### config.mk
export PLATFORM = sky130hd
export DESIGN_NAME = aes_inv_cntx
export DESIGN_NICKNAME = d
export VERILOG_FILES = /design/src/rtl/aes_inv_cntx.sv
export SDC_FILE = /design/constraint.sdc
export NUM_CORES = 2
export LEC_CHECK = 0
export CAP_MARGIN = 25
export CORE_MARGIN = 2
export CORE_UTILIZATION = 55
export CTS_BUF_LIST = sky130_fd_sc_hd__clkbuf_4
export CTS_CLUSTER_SIZE = 8
export DETAILED_ROUTE_END_ITERATION = 7
export PLACE_DENSITY = 0.73
export SYNTH_ARGS = -nofsm -noshare
export SYNTH_HDL_FRONTEND = slang
export SYNTH_SLANG_ARGS = --single-unit
### constraint.sdc
create_clock -name clk -period 33.7 [get_ports clk]
set_input_delay 5.055 -clock clk [delete_from_list [all_inputs] [get_ports clk]]
set_output_delay 5.055 -clock clk [all_outputs]
set_load 0.03 [all_outputs]
### src/rtl/aes_inv_cntx.sv
// aes_inv_cntx: AES inverse-cipher round sequencer. It runs the shared forward
//   key schedule for NR steps and captures each round key. It then replays the
//   keys from NR down to 0 while driving the inverse-round enables.
// Latency: 1 accept step + NR key-expansion steps + NR+1 decrypt steps, counted
//   in start-high cycles. done rises on the edge that ends the last decrypt step.
// Backpressure: the sequencer advances only in cycles with start=1. With start=0
//   all state and the key store hold, and the outputs hold their values.
// Ports:
//   clk, rstn         clock; synchronous active-low reset
//   start             step enable
//   rk_in             round key from key expansion (cipher key in the accept cycle)
//   accept            idle, ready for a new key/ciphertext
//   rndNo             current round-key index
//   enbKS             key-expansion step enable
//   enbISR/ISB/AR/IMC inverse-round stage enables for the decrypt datapath
//   rk_out            round key for the current decrypt step (0 outside DEC)
//   done              operation complete; held until the next accept
//   completed_round   one-hot decrypt progress (bit0 at rndNo=NR-1)
module aes_inv_cntx #(
  parameter int NR = 10,
  parameter int KW = 128
) (
  input  logic          clk,
  input  logic          rstn,
  input  logic          start,
  input  logic [KW-1:0] rk_in,
  output logic          accept,
  output logic [3:0]    rndNo,
  output logic          enbKS,
  output logic          enbISR,
  output logic          enbISB,
  output logic          enbAR,
  output logic          enbIMC,
  output logic [KW-1:0] rk_out,
  output logic          done,
  output logic [NR-1:0] completed_round
);

  typedef enum logic [1:0] {
    IDLE   = 2'd0,
    KEYEXP = 2'd1,
    DEC    = 2'd2
  } phase_t;

  localparam logic [3:0] NR_C = 4'(NR);

  phase_t        phase_q, phase_d;
  logic [3:0]    cnt_q, cnt_d;
  logic          done_q, done_d;
  logic [KW-1:0] store_q [0:NR];

  logic          wr_en;
  logic [3:0]    wr_idx;
  logic          in_dec;

  // Next-state logic. Nothing moves unless start is high. A count outside
  // 0..NR or an unused phase encoding falls back to IDLE.
  always_comb begin
    phase_d = phase_q;
    cnt_d   = cnt_q;
    done_d  = done_q;
    wr_en   = 1'b0;
    // IDLE always captures into slot 0, whatever the counter holds.
    wr_idx  = (phase_q == IDLE) ? 4'd0 : cnt_q;
    if (start) begin
      case (phase_q)
        IDLE: begin
          wr_en   = 1'b1;
          phase_d = KEYEXP;
          cnt_d   = 4'd1;
          done_d  = 1'b0;
        end
        KEYEXP: begin
          if (cnt_q > NR_C) begin
            phase_d = IDLE;
            cnt_d   = 4'd0;
          end else begin
            wr_en = 1'b1;
            if (cnt_q == NR_C) begin
              // Last key captured. Decrypt starts at the same index.
              phase_d = DEC;
            end else begin
              cnt_d = cnt_q + 4'd1;
            end
          end
        end
        DEC: begin
          if (cnt_q > NR_C) begin
            phase_d = IDLE;
            cnt_d   = 4'd0;
          end else if (cnt_q == 4'd0) begin
            phase_d = IDLE;
            done_d  = 1'b1;
          end else begin
            cnt_d = cnt_q - 4'd1;
          end
        end
        default: begin
          phase_d = IDLE;
          cnt_d   = 4'd0;
        end
      endcase
    end
  end

  always_ff @(posedge clk) begin
    if (!rstn) begin
      phase_q <= IDLE;
      cnt_q   <= 4'd0;
      done_q  <= 1'b0;
      for (int i = 0; i <= NR; i++) begin
        store_q[i] <= '0;
      end
    end else begin
      phase_q <= phase_d;
      cnt_q   <= cnt_d;
      done_q  <= done_d;
      if (wr_en) begin
        for (int i = 0; i <= NR; i++) begin
          if (wr_idx == 4'(i)) begin
            store_q[i] <= rk_in;
          end
        end
      end
    end
  end

  // Output decode. Every output depends only on registered state.
  assign in_dec = (phase_q == DEC);
  assign accept = (phase_q == IDLE);
  assign rndNo  = (phase_q == KEYEXP || phase_q == DEC) ? cnt_q : 4'd0;
  assign enbKS  = (phase_q == KEYEXP);
  assign enbAR  = in_dec;
  // At the first decrypt step (rndNo=NR) only AddRoundKey runs. At the last
  // step (rndNo=0) InvMixColumns is skipped, mirroring the encrypt order.
  assign enbISR = in_dec && (rndNo < NR_C);
  assign enbISB = in_dec && (rndNo < NR_C);
  assign enbIMC = in_dec && (rndNo != 4'd0) && (rndNo < NR_C);
  assign done   = done_q;

  always_comb begin
    rk_out = '0;
    if (in_dec) begin
      for (int i = 0; i <= NR; i++) begin
        if (rndNo == 4'(i)) begin
          rk_out = store_q[i];
        end
      end
    end
  end

  always_comb begin
    completed_round = '0;
    for (int i = 0; i < NR; i++) begin
      completed_round[i] = in_dec && (rndNo == 4'(NR - 1 - i));
    end
  end

endmodule

==> out/results.tsv <==
metric	value	unit
Core ar.	116000	um^2
die height	346	um
status	finished, final reports clean	
H-tree Lvls	5	
Detailed Place HPWL	112	mm
PnR worst setup slack	22100	ps
minimum clock period	11600	ps
post-cts sizing count	0	
CTS tree	done	
largest net degree at the start of global routing	130	
total track usage	35.3	%
transition time at the pin with the least slew margin	1170	ps
post-synthesis mux area share	0.125	%
internal reg-to-reg setup slack	27640	ps
Vias/cell	6.67	
async set-reset flop share out of synthesis	0	%
total CTS buffers	368	
Hold Path Class	flip-flop to flip-flop	
fmax	0.0862	GHz
Avg Inst Size Synth	11.3	um^2
Layout Area Growth over Synthesis	12.4	%
die area	120000	um^2
# nets final	5977	
DIE WIDTH	346	um
final period utilization	34.4	%
worst-path maximum fanout	61	
post-synth top area share	65.7	%
global-route wire length before repair	315	mm
Final Setup Violations	0	
Final Wtd Congestion	0.893	
Critical Path Source Type	flip-flop	
final setup TNS	0	ps
RSZ-0062 raised after global routing	false	
buffers inserted during post-CTS setup optimization	0	
most common cell in the netlist	edfxtp_1	
simple-gate share of the synthesized area	15.1	%
maximum VDD drop	23.6	uV
Synth Register Bits	1415	
share of layout cells above drive strength 1	13.7	%
row count	125	
Synth Flop Type	edfxtp_1	
Synth Warn #	0	
clock root cell	clkbuf_4	
Static Leakage	25.6	nW
Worst Reg-to-Reg Cells	7	
Crit Path Class	flip-flop to primary output	
FF-to-FF End	store_q[2][29]	
post-synthesis compound-gate area fraction	14.0	%
number of distinct library cells after synthesis	69	
hold_buf cts	0	
clk slew on worst S/H paths	70	ps
min-delay src	done	
CP required	28640	ps
initial antenna violation count	5	
clock buffer depth	4	
Detailed Route Iter0 Violations	8261	
critical path endpoint category	primary output	
dpl ws	23600	ps
top post-synthesis cells by area	edfxtp_1, nor2_1, clkbuf_1	
Post-Syn Instances	5679	
cell taking the most area after synthesis	edfxtp_1	
crit path DAT	6540	ps
PD cells	51.1	nW/um^2
vias in the first global route	49700	
routed len/inst	28.5	um
fin. max-slew vios	0	
router iterations before antenna repair	8	
hold depth	2	
number of enable flip-flop cells after synthesis	1408	
via count of the routed design	50600	
grt ovf	0	
largest family of logic cells by synthesized area	simple AND/OR/NAND/NOR gates	
Post-DRT Antenna Nets	0	
max_slew headroom	22.2	%
Post-synth top cells	edfxtp_1, nor2_1, clkbuf_1	
syn nets	5817	
sequential element share of the synthesized area	66.0	%
Max Clock Skew	107	ps
# port buffers	279	
I/O pin count	280	
hold endpoint	done	
Synth Cell Area	64300	um^2
final-report hold violation count	0	
post-synthesis xor/xnor area fraction	0.0272	%
Max-Cap Viols	0	
Post-route DRC	0	
clk_lat worst skew	1220	ps
Hold WS	485	ps
Clock Sinks	1415	
DRT Wirelength	216	mm
adder-cell area share of the yosys netlist	0.136	%
Crit Reg-Reg Startpoint	cnt_q[1]	
initial core utilization	55.4	%
## worst max path at each step
stage / startpoint / to / slack (ps) / cells past startpoint
CTS: cnt_q[1] / rk_out[99] / 22290 / 8
global placement: phase_q[1] / rk_out[0] / 23770 / 10
detailed placement: cnt_q[1] / rk_out[99] / 23600 / 8
global route: cnt_q[1] / rk_out[99] / 22030 / 8
finish: cnt_q[1] / rk_out[99] / 22100 / 8
floorplan: start / store_q[10][0] / 18030 / 3
## power breakdown
part	internal (W)	switching [W]	total (W)
sequential	0.00201	0.0000243	0.00203
combinational	0.0000599	0.000174	0.000234
clock	0.000736	0.000690	0.00143
total	0.00281	0.000888	0.00369
## metrics by stage
step                      utilization (%)  cell area [um^2]  total power (W)  instances
after floorplan                         -             64300          0.00220       5679
after global placement               58.4             67700          0.00229       6982
after detailed placement             58.4             67800          0.00229       6984
after CTS                            62.1             72100          0.00369       7576
after global routing                 62.3             72300          0.00380       7586
final                                62.3             72300          0.00369       7586
## logic make-up (layout without fill, tap and decap cells)
kind of cell,after synthesis,after routing
fa+ha+maj,7,7
other cells,0,1
buf+inv,745,1127
simple gates,2218,2218
flops,1415,1415
compound gates,1284,1284
xor+xnor,2,2
mux,8,8
## worst max-delay path, stage by stage, from the launching register on
cell and delay, ps:
dfxtp_4 480, buf_4 680, buf_4 720, nand2b_1 770
a21oi_1 220, o21ai_1 200, nand2_2 550, o41ai_2 790
clkdlybuf4s50_1 790
## layer usage
layer | GRT usage (%) | routed length (um) | vias to the layer above
met5 | 0 | 27 | -
met4 | 18.2 | 11100 | 4
met3 | 10.1 | 32800 | 748
met2 | 54.5 | 97300 | 4495
met1 | 45.8 | 74900 | 24300
li1 | - | - | 21100
## registers in the layout, indices dropped and copies added (netlist names)
| name | cells |
|---|---|
| cnt_q | 4 |
| phase_q | 2 |
| store_q | 1408 |
| done | 1 |
## cell usage in the layout, fill, tap and decap left out, drive strengths merged, types with 84 or more instances in the layout
master,n
buf,117
nand2,369
a2bb2oi,99
a21oi,256
and3b,84
edfxtp,1408
o22ai,119
nor2,1397
o21ai,323
nand2b,88
inv,143
nor3,109
clkdlybuf4s50,278
clkbuf,539
## final cells by class
type	instances	area [um^2]
fillers	9065	43800
flip-flops and latches	1415	42400
multi-input cells	3519	19300
clock buffers	538	4040
repair buffers	396	3850
well taps	1524	1910
inverters	139	522
clock inverters	54	269
diodes	1	2.50
(Power assumes the default switching activity.)
